--- src/rtl/multicycle_control_unit_if.sv ---
// Memory-port / datapath-control bundle for the multicycle control unit.
//
// Handshake: the control unit raises mem_req and holds it, together with
// iord/MemRead/MemWrite, until the memory answers with mem_ready=1 in the
// same cycle. That cycle completes the transfer. mem_ready is ignored
// whenever mem_req is low.
//
// Signals:
//   opcode      : instr[6:0] from IR, sampled by the control unit in DECODE
//   mem_ready   : memory completes the current request this cycle
//   mem_req     : memory request, held until mem_ready
//   iord        : 0 = instruction address (PC), 1 = data address (ALU result)
//   pc_write    : PC <= PC+4
//   ir_write    : IR <= memory read data
//   ALUSrc      : 0 = rs2, 1 = immediate
//   MemToReg    : 1 = write-back from memory data
//   RegWrite    : register file write enable
//   MemRead     : memory read
//   MemWrite    : memory write
//   branch      : branch evaluation strobe
//   ALUOp       : 00 add, 01 branch compare, 10 R-type, 11 I-type
//   illegal     : sticky illegal-opcode trap flag
//   timeout     : sticky memory-timeout trap flag
//   state_dbg   : encoded FSM state
//   instr_count : retired-instruction counter
interface multicycle_control_unit_if #(
    parameter int CNT_W = 16
);
    logic [6:0]       opcode;
    logic             mem_ready;
    logic             mem_req;
    logic             iord;
    logic             pc_write;
    logic             ir_write;
    logic             ALUSrc;
    logic             MemToReg;
    logic             RegWrite;
    logic             MemRead;
    logic             MemWrite;
    logic             branch;
    logic [1:0]       ALUOp;
    logic             illegal;
    logic             timeout;
    logic [2:0]       state_dbg;
    logic [CNT_W-1:0] instr_count;

    // Control unit side
    modport master (
        input  opcode, mem_ready,
        output mem_req, iord, pc_write, ir_write, ALUSrc, MemToReg, RegWrite,
               MemRead, MemWrite, branch, ALUOp, illegal, timeout, state_dbg,
               instr_count
    );

    // Memory / datapath side
    modport slave (
        output opcode, mem_ready,
        input  mem_req, iord, pc_write, ir_write, ALUSrc, MemToReg, RegWrite,
               MemRead, MemWrite, branch, ALUOp, illegal, timeout, state_dbg,
               instr_count
    );
endinterface

--- src/rtl/multicycle_control_unit.sv ---
// Multicycle RV32I control unit: FETCH/DECODE/EXEC/MEM/WB sequencing over a
// shared instruction/data memory, with illegal-opcode and memory-timeout
// traps and a retired-instruction counter.
//
// Ports:
//   clk : rising-edge clock
//   rst : asynchronous active-high reset
//   bus : multicycle_control_unit_if.master (memory handshake, datapath
//         controls, trap flags, state_dbg, instr_count)
module multicycle_control_unit #(
    parameter int MEM_TIMEOUT   = 15,
    parameter int CNT_W         = 16,
    parameter bit ENABLE_BRANCH = 1'b1
) (
    input  logic                      clk,
    input  logic                      rst,
    multicycle_control_unit_if.master bus
);
    typedef enum logic [2:0] {
        IDLE   = 3'd0,
        FETCH  = 3'd1,
        DECODE = 3'd2,
        EXEC   = 3'd3,
        MEM    = 3'd4,
        WB     = 3'd5,
        TRAP   = 3'd6
    } state_t;

    typedef enum logic [2:0] {
        CLS_NONE, CLS_R, CLS_I, CLS_LOAD, CLS_STORE, CLS_BRANCH
    } cls_t;

    typedef struct packed {
        logic       mem_req;
        logic       iord;
        logic       alu_src;
        logic       mem_to_reg;
        logic       reg_write;
        logic       mem_read;
        logic       mem_write;
        logic       branch;
        logic [1:0] alu_op;
    } ctrl_t;

    localparam int WAIT_W = (MEM_TIMEOUT > 0) ? $clog2(MEM_TIMEOUT + 1) : 1;

    state_t           state, state_n;
    cls_t             cls, cls_n, dec_cls;
    ctrl_t            ctrl_q;
    logic [WAIT_W-1:0] wait_cnt;
    logic [CNT_W-1:0] instr_count;
    logic             illegal_q, timeout_q;
    logic             retire, set_illegal, set_timeout;
    logic             limit_hit;

    // Moore control decode; evaluated on the next state so the outputs
    // can be registered and line up with the state they belong to.
    function automatic ctrl_t ctrl_decode(input state_t st, input cls_t c);
        ctrl_t o;
        o = '0;
        case (st)
            FETCH: begin
                o.mem_req  = 1'b1;
                o.mem_read = 1'b1;
            end
            EXEC: begin
                case (c)
                    CLS_R:      o.alu_op = 2'b10;
                    CLS_I:      begin o.alu_src = 1'b1; o.alu_op = 2'b11; end
                    CLS_LOAD,
                    CLS_STORE:  o.alu_src = 1'b1;
                    CLS_BRANCH: begin o.alu_op = 2'b01; o.branch = 1'b1; end
                    default:    o = '0;
                endcase
            end
            MEM: begin
                o.mem_req   = 1'b1;
                o.iord      = 1'b1;
                o.alu_src   = 1'b1;
                o.mem_read  = (c == CLS_LOAD);
                o.mem_write = (c == CLS_STORE);
            end
            WB: begin
                o.reg_write  = 1'b1;
                o.mem_to_reg = (c == CLS_LOAD);
            end
            default: o = '0;
        endcase
        return o;
    endfunction

    always_comb begin
        dec_cls = CLS_NONE;
        case (bus.opcode)
            7'b0110011: dec_cls = CLS_R;
            7'b0010011: dec_cls = CLS_I;
            7'b0000011: dec_cls = CLS_LOAD;
            7'b0100011: dec_cls = CLS_STORE;
            7'b1100011: dec_cls = ENABLE_BRANCH ? CLS_BRANCH : CLS_NONE;
            default:    dec_cls = CLS_NONE;
        endcase
    end

    // The wait counter holds the number of unanswered cycles already spent;
    // this cycle is the limit-th one when it equals MEM_TIMEOUT-1. A ready
    // in that same cycle is checked first, so it wins over the trap.
    assign limit_hit = (MEM_TIMEOUT != 0) &&
                       (wait_cnt == WAIT_W'(MEM_TIMEOUT - 1));

    always_comb begin
        state_n     = state;
        cls_n       = cls;
        retire      = 1'b0;
        set_illegal = 1'b0;
        set_timeout = 1'b0;
        case (state)
            IDLE: state_n = FETCH;
            FETCH: begin
                if (bus.mem_ready) begin
                    state_n = DECODE;
                end else if (limit_hit) begin
                    state_n     = TRAP;
                    set_timeout = 1'b1;
                end
            end
            DECODE: begin
                cls_n = dec_cls;
                if (dec_cls == CLS_NONE) begin
                    state_n     = TRAP;
                    set_illegal = 1'b1;
                end else begin
                    state_n = EXEC;
                end
            end
            EXEC: begin
                case (cls)
                    CLS_R, CLS_I:        state_n = WB;
                    CLS_LOAD, CLS_STORE: state_n = MEM;
                    CLS_BRANCH: begin
                        state_n = FETCH;
                        retire  = 1'b1;
                    end
                    default:             state_n = TRAP;
                endcase
            end
            MEM: begin
                if (bus.mem_ready) begin
                    if (cls == CLS_LOAD) begin
                        state_n = WB;
                    end else begin
                        state_n = FETCH;
                        retire  = 1'b1;
                    end
                end else if (limit_hit) begin
                    state_n     = TRAP;
                    set_timeout = 1'b1;
                end
            end
            WB: begin
                state_n = FETCH;
                retire  = 1'b1;
            end
            TRAP:    state_n = TRAP;
            default: state_n = IDLE;
        endcase
    end

    always_ff @(posedge clk or posedge rst) begin
        if (rst) begin
            state       <= IDLE;
            cls         <= CLS_NONE;
            ctrl_q      <= '0;
            wait_cnt    <= '0;
            instr_count <= '0;
            illegal_q   <= 1'b0;
            timeout_q   <= 1'b0;
        end else begin
            state  <= state_n;
            cls    <= cls_n;
            ctrl_q <= ctrl_decode(state_n, cls_n);
            // Any state change (entry to FETCH/MEM, completion, trap) clears it.
            if (state_n != state) begin
                wait_cnt <= '0;
            end else if ((state == FETCH || state == MEM) && !bus.mem_ready) begin
                wait_cnt <= wait_cnt + WAIT_W'(1);
            end
            if (retire) begin
                instr_count <= instr_count + CNT_W'(1);
            end
            illegal_q <= illegal_q | set_illegal;
            timeout_q <= timeout_q | set_timeout;
        end
    end

    assign bus.mem_req     = ctrl_q.mem_req;
    assign bus.iord        = ctrl_q.iord;
    assign bus.ALUSrc      = ctrl_q.alu_src;
    assign bus.MemToReg    = ctrl_q.mem_to_reg;
    assign bus.RegWrite    = ctrl_q.reg_write;
    assign bus.MemRead     = ctrl_q.mem_read;
    assign bus.MemWrite    = ctrl_q.mem_write;
    assign bus.branch      = ctrl_q.branch;
    assign bus.ALUOp       = ctrl_q.alu_op;
    // IR/PC load only in the cycle the fetch actually completes.
    assign bus.ir_write    = (state == FETCH) && bus.mem_ready;
    assign bus.pc_write    = (state == FETCH) && bus.mem_ready;
    assign bus.illegal     = illegal_q;
    assign bus.timeout     = timeout_q;
    assign bus.state_dbg   = state;
    assign bus.instr_count = instr_count;
endmodule

--- src/flat_wrapper.sv ---
// flat-port wrapper written by rule: the top's interface ports become plain ports
module multicycle_control_unit_flat 
#(
    parameter int MEM_TIMEOUT   = 15,
    parameter int CNT_W         = 16,
    parameter bit ENABLE_BRANCH = 1'b1
)
  (clk, rst, bus_opcode, bus_mem_ready, bus_mem_req, bus_iord, bus_pc_write, bus_ir_write, bus_ALUSrc, bus_MemToReg, bus_RegWrite, bus_MemRead, bus_MemWrite, bus_branch, bus_ALUOp, bus_illegal, bus_timeout, bus_state_dbg, bus_instr_count);
  multicycle_control_unit_if #(.CNT_W(CNT_W)) bus_i ();
  input  logic clk;
  input  logic rst;
  input wire logic [$bits(bus_i.opcode)-1:0] bus_opcode;
  input wire logic [$bits(bus_i.mem_ready)-1:0] bus_mem_ready;
  output wire logic [$bits(bus_i.mem_req)-1:0] bus_mem_req;
  output wire logic [$bits(bus_i.iord)-1:0] bus_iord;
  output wire logic [$bits(bus_i.pc_write)-1:0] bus_pc_write;
  output wire logic [$bits(bus_i.ir_write)-1:0] bus_ir_write;
  output wire logic [$bits(bus_i.ALUSrc)-1:0] bus_ALUSrc;
  output wire logic [$bits(bus_i.MemToReg)-1:0] bus_MemToReg;
  output wire logic [$bits(bus_i.RegWrite)-1:0] bus_RegWrite;
  output wire logic [$bits(bus_i.MemRead)-1:0] bus_MemRead;
  output wire logic [$bits(bus_i.MemWrite)-1:0] bus_MemWrite;
  output wire logic [$bits(bus_i.branch)-1:0] bus_branch;
  output wire logic [$bits(bus_i.ALUOp)-1:0] bus_ALUOp;
  output wire logic [$bits(bus_i.illegal)-1:0] bus_illegal;
  output wire logic [$bits(bus_i.timeout)-1:0] bus_timeout;
  output wire logic [$bits(bus_i.state_dbg)-1:0] bus_state_dbg;
  output wire logic [$bits(bus_i.instr_count)-1:0] bus_instr_count;
  assign bus_i.opcode = bus_opcode;
  assign bus_i.mem_ready = bus_mem_ready;
  assign bus_mem_req = bus_i.mem_req;
  assign bus_iord = bus_i.iord;
  assign bus_pc_write = bus_i.pc_write;
  assign bus_ir_write = bus_i.ir_write;
  assign bus_ALUSrc = bus_i.ALUSrc;
  assign bus_MemToReg = bus_i.MemToReg;
  assign bus_RegWrite = bus_i.RegWrite;
  assign bus_MemRead = bus_i.MemRead;
  assign bus_MemWrite = bus_i.MemWrite;
  assign bus_branch = bus_i.branch;
  assign bus_ALUOp = bus_i.ALUOp;
  assign bus_illegal = bus_i.illegal;
  assign bus_timeout = bus_i.timeout;
  assign bus_state_dbg = bus_i.state_dbg;
  assign bus_instr_count = bus_i.instr_count;
  multicycle_control_unit #(.MEM_TIMEOUT(MEM_TIMEOUT), .CNT_W(CNT_W), .ENABLE_BRANCH(ENABLE_BRANCH)) u_core (.clk(clk), .rst(rst), .bus(bus_i));
endmodule
--- config.mk ---
export PLATFORM = sky130hd
export DESIGN_NAME = multicycle_control_unit_flat
export DESIGN_NICKNAME = d
export VERILOG_FILES = /design/src/rtl/multicycle_control_unit_if.sv /design/src/rtl/multicycle_control_unit.sv /design/src/flat_wrapper.sv
export SDC_FILE = /design/constraint.sdc
export NUM_CORES = 1
export LEC_CHECK = 0
export ABC_AREA = 1
export BUFFER_PORTS_ARGS = -buffer_cell sky130_fd_sc_hd__buf_2
export CAP_MARGIN = 5
export CORE_MARGIN = 2
export CORE_UTILIZATION = 53
export DETAILED_ROUTE_END_ITERATION = 6
export GPL_TIMING_DRIVEN = 0
export PLACE_DENSITY = 0.78
export SLEW_MARGIN = 20
export SYNTH_ARGS = -nofsm -noshare
export SYNTH_HDL_FRONTEND = slang
export SYNTH_SLANG_ARGS = --single-unit
--- constraint.sdc ---
create_clock -name clk -period 1.9 [get_ports clk]
set_clock_uncertainty 0.05 [all_clocks]
set_input_delay 0.19 -clock clk [delete_from_list [all_inputs] [get_ports clk]]
set_output_delay 0.19 -clock clk [all_outputs]
set_load 0.05 [all_outputs]
# [After elaboration in Yosys (flattened, before gate mapping)]
# Index checks and enable logic that the tools add are counted.
[word_totals] word_cells=88 reg_bits=38 output_inout_bits=33
[op_classes] eq_ne=27 n_reduce_logical=13 bitwise=2 addsub=2 mux=29
[ops] cell="3-bit equality test, second input constant" n=9
[ops] cell="3-bit by 2-bit equality test with 1-bit output, second input constant" n=7
[ops] cell="3-bit 2-to-1 mux" n=7
[ops] cell="3-bit case mux with 6 select lines" n=1
[ops] cell="16-bit by 1-bit adder with 16-bit output, second input constant" n=1
[ops] cell="3-bit case mux with 5 select lines" n=1
[ops] cell="7-bit by 6-bit equality test with 1-bit output, second input constant" n=2
[ops] cell="3-bit by 1-bit equality test with 1-bit output, second input constant" n=4
[ops] cell="1-bit 2-to-1 mux" n=12
[ops] cell="2-bit OR reduction" n=5
[ops] cell="3-bit case mux with 3 select lines" n=1
[ops] cell="4-bit 2-to-1 mux" n=2
[ops] cell="7-bit by 2-bit equality test with 1-bit output, second input constant" n=1
[ops] cell="7-bit by 5-bit equality test with 1-bit output, second input constant" n=1
[ops] cell="7-bit equality test, second input constant" n=1
[ops] cell="3-bit logical NOT" n=2
[ops] cell="2-bit case mux with 3 select lines" n=1
[ops] cell="4-bit by 1-bit adder with 4-bit output, second input constant" n=1
[ops] cell="4-bit equality test, second input constant" n=1
[ops] cell="2-bit case mux with 2 select lines" n=1
[ops] cell="3-bit inequality test" n=1
[ops] cell="1-bit case mux with 3 select lines" n=1
[ops] cell="3-bit OR reduction" n=1
[ops] cell="1-bit logical AND" n=2
[ops] cell="6 further kinds" n=7

# [Longest topological paths before layout]
# Gate-level depths: netlist of run 1.
[depth] ltp_word=8 ltp_mapped=11 depth_no_buf=11

# [Worst setup path after synthesis of run 1]
# Ideal clock, no wire load.
[synth_timing] path_type="register to register" startpoint="register u_core.state[1], in the netlist u_core.bus.state_dbg[1]" endpoint="register u_core.ctrl_q (netlist bit u_core.bus.MemToReg)" required_ps=1731 path_slack_ps=-208 stages_incl_launch_ff=10 n_path_buf=0 period_less_slack_ps=2108 arrival_time_ps=1939 setup_ps=119 path_cell_list="dfrtp_1 inv_2 nand3_2 nor2_2 nor2_4 nand3_2 clkinv_1 nand2_2 a21oi_2 and2_1"
[synth_via] elab_chain_len=5 word_cells_on_any_way=16 classes_between="8 x eq/ne; 6 x mux; 2 x reduce/logical"
[synth_lines] item="start: declaration" line="multicycle_control_unit.sv:47" source="state_t state, state_n;"
[synth_lines] item="start signal: assignment" line="multicycle_control_unit.sv:178" source="state <= state_n;"
[synth_lines] item="3-bit equality test, or another cell as far along" line="multicycle_control_unit.sv:116" source="case (state)"
[synth_lines] item="2-bit OR reduction (no line), or another cell as far along"
[synth_lines] item="3-bit case mux with 6 select lines *" line="multicycle_control_unit.sv:116"
[synth_lines] item="named net u_core.state_n[1]" line="multicycle_control_unit.sv:47"
[synth_lines] item="3-bit equality test *" line="multicycle_control_unit.sv:61" source="case (st)"
[synth_lines] item="2-bit 2-to-1 mux *"
[synth_lines] item="end signal: assignment" line="multicycle_control_unit.sv:180" source="ctrl_q <= ctrl_decode(state_n, cls_n);"
[synth_lines] item="end: declaration" line="multicycle_control_unit.sv:49" source="ctrl_t ctrl_q;"
# The timed path passes the listed nets; every way through them passes the cells marked *.
# A chain may end at the register's enable or synchronous reset.

# [Worst setup path after layout of run 1]
[layout_timing] startpoint="register u_core.state[2], in the netlist u_core.bus.state_dbg[2]" endpoint="output port bus_pc_write"
[layout_via] elab_chain_len=2
[layout_lines] item="3-bit by 1-bit equality test with 1-bit output" line="multicycle_control_unit.sv:206" source="assign bus.pc_write = (state == FETCH) && bus.mem_ready;"
[layout_lines] item="1-bit logical AND" line="multicycle_control_unit.sv:206"
[layout_lines] item="end: declaration" line="flat_wrapper.sv:16" source="output wire logic [$bits(bus_i.pc_write)-1:0] bus_pc_write;"
# No other way between the ends.

==> results.yml, run 1 <==
floorplanning:
  initial_core_util_pct: 56.1
  floorplan.die_area_um2: 4450
  die_width_um: 66.7
  ioPinCount: 43
  fp.dieH_um: 66.7
  placement_row_count: 22
  design.core.area_um2: 3720
critical_path:
  worstSetupEndpointType: "output port"
  critical_path.max_fanout: 7
  timing.setup.critical_path_class: "flop to output port"
  worstPathRequired_ns: 1.66
  critical_path.startpoint_type: "flop"
  data_arrival_time_at_the_worst_slack_endpoint_ns: 1.55
sta:
  timing.final.ws_setup_ns: 0.109
  post-route-period-util_pct: 94.3
  maximum_operating_frequency_ghz: 0.558
  setup_viol: 0
  setup_tns_ns: 0
  tightestPinTransition_ns: 0.389
  timing.max_slew.rel_slack_pct: 73.8
  rsz0062_at_grt: "false"
  shortest_period_the_worst_path_allows_ns: 1.79
  report.final.hold_viol_count: 0
  maxSlewViolCount: 0
logic_synthesis:
  syn-mean-instance-area_um2: 8.44
  syn-num-nets: 260
  synth_sequential_area_ratio_pct: 45.6
  yosys-top-cells-area: "sky130_fd_sc_hd__dfrtp_1, sky130_fd_sc_hd__nand2_1, sky130_fd_sc_hd__xor2_1, sky130_fd_sc_hd__inv_1, sky130_fd_sc_hd__nor2_1"
  postSynth.asyncResetShare_pct: 100
  netlist-cell-type-count: 34
  synth-edff-count: 0
  synth_most_common_cell: "sky130_fd_sc_hd__nand2_1"
  post_synth_most_frequent_cells: "sky130_fd_sc_hd__nand2_1, sky130_fd_sc_hd__dfrtp_1, sky130_fd_sc_hd__inv_1"
  synth_top_area_cell: "sky130_fd_sc_hd__dfrtp_1"
  synth_ff_type: "sky130_fd_sc_hd__dfrtp_1"
  netlist_area_before_placement_um2: 2090
  post-synth-top-area-fraction_pct: 45.6
  postSynthRegisterBits: 38
  post_synth_inst_count: 247
  yosys_warnings: 0
run_status:
  run_status: "complete, no violations"
clock_tree:
  tritoncts: "done"
  ctsLongestPathBuffers: 2
  clk_sink_count: 38
  cts.htree.levels: 2
  clk-insertion-delay-late_ns: 0.29
  clock-root-buffer: "sky130_fd_sc_hd__clkbuf_8"
  clk_transition_reported_paths_ns: 0.08
  cts_buffers: 5
finish:
  diodes: 0
  layout.area.seq_um2: 955
  post_route_cells_drive_above_1_share_pct: 29.8
  design_area_um2: 2540
  final.fill_count: 311
  area_growth_pct: 21.8
  multiInputGateArea_um2: 986
  nets: 311
detailed_routing:
  first_pass_iters: 4
  initialDrtViolationCount: 138
  drc: 0
  route.detailed.wl_per_inst_um: 12.0
  final_antenna_net_count: 0
  route.detailed.vias_per_inst: 5.12
  dr_total_vias: 1775
  routed_wl_mm: 4.15
global_route:
  overflow: 0
  initial_antenna_violation_count: 0
  grt_first_pass_wirelength_mm: 7.11
  grt_pass1_vias: 1658
  pin_count_of_the_biggest_net_entering_global_routing: 28
  globalRouteTotalUtil_pct: 21.6
place:
  placed_cell_area_um2: 2380
  portBuffers: 42
  place_worst_setup_slack_ns: 0.200
  finalWeightedCongestion: 0.828
  post_detailed_placement_half_perimeter_wirelength_mm: 3.11
power_and_ir_drop:
  vdd_ir_drop_max_v: 0.00116
  p_leak_nw: 1.33
  power-per-cell-area_nw_per_um2: 1640
hold_path:
  hp-class: "input port to flop"
run:
  maxCapViolCount: 0
final cells by class:
type,count,share of cell area (%)
tap,48,2.36
clock inverter,2,2.36
inverter,36,5.32
multi-input combinational,171,38.8
buffer,2,0.739
clock buffer,6,3.25
timing repair buffer,44,9.56
sequential,38,37.6
cell families (layout without fill, tap and decap cells):
family	count (synthesis)	in the layout	share of synthesized area [%]
simple gates	139	139	34.1
compound gates	13	13	4.38
buf+inv	38	90	7.38
fa+ha+maj	3	3	1.80
flops	38	38	45.6
xor+xnor	16	16	6.72
cell usage in the layout, fill, tap and decap left out, drive strengths merged, types with 2 or more instances in the layout:
master,n
buf,44
o21ai,6
nand2,58
inv,35
xnor2,3
nand4,11
dfrtp,38
nand3,25
bufinv,2
nor3,6
ha,3
nor2,35
xor2,13
a21oi,4
clkbuf,7
through the flow:
| step | instances | utilization, % | hold slack, ns | power (mW) |
|---|---|---|---|---|
| floorplan | 247 | - | 0.308 | 2.87 |
| global placement | 337 | 63.6 | 0.388 | 3.25 |
| detailed placement | 338 | 64.2 | 0.106 | 3.31 |
| CTS | 347 | 68.3 | 0.156 | 4.18 |
| global route | 347 | 68.4 | 0.178 | 4.45 |
| finish | 347 | 68.4 | 0.164 | 4.16 |
state kept, by name (all words and copies together) (netlist names), 2 cells and up:
name / cells
u_core.bus.instr_count: 16
u_core.wait_cnt: 4
u_core.bus.state_dbg: 3
u_core.cls: 3
u_core.bus.ALUOp: 2
critical path, cell delays in order (launching register included):
cell and delay [ns]:
sky130_fd_sc_hd__dfrtp_2 0.48, sky130_fd_sc_hd__inv_2 0.14, sky130_fd_sc_hd__nand3_2 0.13, sky130_fd_sc_hd__nor2_4 0.17
sky130_fd_sc_hd__buf_4 0.12, sky130_fd_sc_hd__clkbuf_4 0.21
per-layer routing:
layer | part of all wire, % | vias up | GRT usage [%]
met4 | 1.2 | 0 | 6.63
met1 | 44 | 818 | 26.3
met2 | 49 | 62 | 36.5
met5 | 0 | - | 0
li1 | - | 890 | -
met3 | 6.1 | 5 | 6.59
power by group:
group          switching (mW)  leakage [nW]  total (mW)  internal, mW
Clock                   0.298        0.0714       0.858         0.560
Combinational            1.53         0.790        2.08         0.554
Sequential              0.220         0.473        1.22          1.00
Total                    2.04          1.33        4.16          2.12
final timing paths:
kind | startpoint | slack, ns | cells after the start | endpoint
worst max-delay path | u_core.bus.state_dbg[2]$_DFF_PP0_ | 0.11 | 5 | bus_pc_write
worst min-delay path | bus_mem_ready | 0.16 | 4 | u_core.wait_cnt[1]$_DFFE_PP0P_
worst max register to register | u_core.bus.state_dbg[2]$_DFF_PP0_ | 0.18 | 9 | u_core.bus.instr_count[5]$_DFFE_PP0P_
worst min register to register | u_core.bus.illegal$_DFF_PP0_ | 0.41 | 1 | u_core.bus.illegal$_DFF_PP0_
max in group asynchronous | rst | 1.04 | 4 | u_core.bus.state_dbg[0]$_DFF_PP0_
min in group asynchronous | rst | 0.33 | 3 | u_core.bus.MemWrite$_DFF_PP0_
repair_timing:
action,CTS,global route
hold buffers,1,0
hold endpoints to repair,11,0
endpoints found under the setup margin,0,1
gates resized for setup,0,1
buffers inserted,0,0
Power figures use the tool's default switching activity.
==> inputs of run 2 (changes only) <==
- CORE_UTILIZATION: 53 -> 40
- PLACE_DENSITY: 0.78 -> 0.61
==> results.yml, run 2 (synthesis gave the netlist of run 1 again) <==
sta:
  rsz0062_at_grt: "false"
  maximum_operating_frequency_ghz: 0.555
  final_worst_hold_slack_ns: 0.173
  timing.max_slew.rel_slack_pct: 71.4
  setup_tns_ns: 0
  tightestPinTransition_ns: 0.426
  timing.final.ws_setup_ns: 0.0979
  maxSlewViolCount: 0
  report.final.hold_viol_count: 0
  shortest_period_the_worst_path_allows_ns: 1.80
  setup_viol: 0
  post-route-period-util_pct: 94.8
global_route:
  grtUsageMet3_pct: 3.67
  grt_pass1_vias: 1680
  globalRouteTotalUtil_pct: 15.5
  gr-max-usage-layer: "met2"
  grt_util_met2_pct: 24.1
  overflow: 0
  pin_count_of_the_biggest_net_entering_global_routing: 30
  grt_first_pass_wirelength_mm: 7.45
  grtUsageMet1_pct: 21.3
  initial_antenna_violation_count: 0
clock_tree:
  tritoncts: "done"
  clk-insertion-delay-late_ns: 0.29
  post-cts-setup-buffers: 0
  cts.htree.levels: 2
  cts_resized: 0
  clk_sink_count: 38
  ctsLongestPathBuffers: 2
  clock-root-buffer: "sky130_fd_sc_hd__clkbuf_8"
  cts_buffers: 5
  clk_transition_reported_paths_ns: 0.07
  ctsHoldBuffers: 1
detailed_routing:
  dr_total_vias: 1731
  route.detailed.vias_per_inst: 4.69
  first_pass_iters: 4
  final_antenna_net_count: 0
  drc: 0
  routed_wl_mm: 3.98
  initialDrtViolationCount: 86
  route.detailed.wl_per_inst_um: 10.8
finish:
  largest_regs: "u_core.bus.instr_count x16, u_core.wait_cnt x4"
  most_common_cell_after_layout_fill_and_taps_aside: "sky130_fd_sc_hd__nand2_1"
  diodes: 0
  largest_register_ffs: 16
  nets: 311
  area_growth_pct: 20.5
  final.fill_count: 506
  finalNonFillerCells: 369
  post_route_cells_drive_above_1_share_pct: 29.4
  most_frequent_cells_in_the_layout: "sky130_fd_sc_hd__nand2_1, sky130_fd_sc_hd__buf_2, sky130_fd_sc_hd__dfrtp_1"
  biggest_register: "u_core.bus.instr_count"
floorplanning:
  ioPinCount: 43
  fp.dieH_um: 76.2
  design.core.area_um2: 5070
  placement_row_count: 26
  initial_core_util_pct: 41.1
  die_width_um: 76.2
  floorplan.die_area_um2: 5810
critical_path:
  data_arrival_time_at_the_worst_slack_endpoint_ns: 1.56
  critical_path.max_fanout: 7
  critical_path.startpoint_type: "flop"
  cp_slowest_cell: "sky130_fd_sc_hd__dfrtp_2"
  maximum_single_stage_delay_on_the_critical_path_ns: 0.48
  worstPathRequired_ns: 1.66
  cp_cell_sequence: "inv_2 > nand3_2 > nor2_4 > buf_4 > buf_2"
  r2r-start: "u_core.bus.state_dbg[2]$_DFF_PP0_"
  timing.setup.critical_path_class: "flop to output port"
  cp-startpoint: "u_core.bus.state_dbg[2]$_DFF_PP0_"
  worstSetupEndpointType: "output port"
place:
  post_detailed_placement_half_perimeter_wirelength_mm: 3.09
  dp.cells: 360
  finalWeightedCongestion: 0.916
  portBuffers: 42
  place_worst_setup_slack_ns: 0.199
power_and_ir_drop:
  vdd_ir_drop_max_v: 0.000731
  total_power_mw: 3.84
  power-per-cell-area_nw_per_um2: 1530
  p_leak_nw: 1.31
hold_path:
  min_from: "bus_mem_ready"
  hp-class: "input port to flop"
run:
  maxCapViolCount: 0
run_status:
  run_status: "complete, no violations"
[run 2: cell types whose count changed in the layout (fill, tap and decap cells not counted), sizes merged]
cell | before | now
clkinv | 1 | 2
bufinv | 2 | 0
buf | 44 | 45
[run 2: metrics by stage]
step / utilization (%) / cell area (um2)
2_1_floorplan: - / 2090
3_3_place_gp: 47.1 / 2390
3_5_place_dp: 47.5 / 2410
6_report: 49.5 / 2510
5_1_grt: 49.5 / 2510
4_1_cts: 49.5 / 2510
[run 2: worst paths after layout]
check	to	slack (ns)	cells after the start
worst max-delay path	bus_pc_write	0.1	5
worst min-delay path	u_core.wait_cnt[1]$_DFFE_PP0P_	0.17	4
worst max register to register	u_core.bus.instr_count[5]$_DFFE_PP0P_	0.19	9
worst min register to register	u_core.bus.illegal$_DFF_PP0_	0.41	1
max in group asynchronous	u_core.bus.state_dbg[1]$_DFF_PP0_	1.05	4
min in group asynchronous	u_core.bus.instr_count[13]$_DFFE_PP0P_	0.31	3
[run 2: layer usage]
metal  part of all wire (%)  routed length [um]
met1                     49                1960
met2                     44                1760
met3                    5.1                 205
met4                    1.4                  56
met5                      0                   0
[run 2: cell type report]
type	instances	area (um2)	share of cell area, %
clock buffer	7	86.3	3.43
buffer	2	18.8	0.747
multi-input combinational	171	986	39.2
tap	70	87.6	3.48
sequential	38	955	38.0
clock inverter	1	5.00	0.199
inverter	36	135	5.38
timing repair buffer	44	240	9.56
[run 2: power by group]
group,switching [mW],internal (mW),total [mW]
Sequential,0.223,1.00,1.23
Combinational,1.49,0.553,2.05
Clock,0.274,0.293,0.567
Total,1.99,1.85,3.84
[run 2: worst max-delay path, delay by kind of cell, from the launching register on]
kind                   cells  cell delay (ns)
AND/OR/NAND/NOR            2             0.29
buffers and inverters      3             0.49
flip-flops                 1             0.48
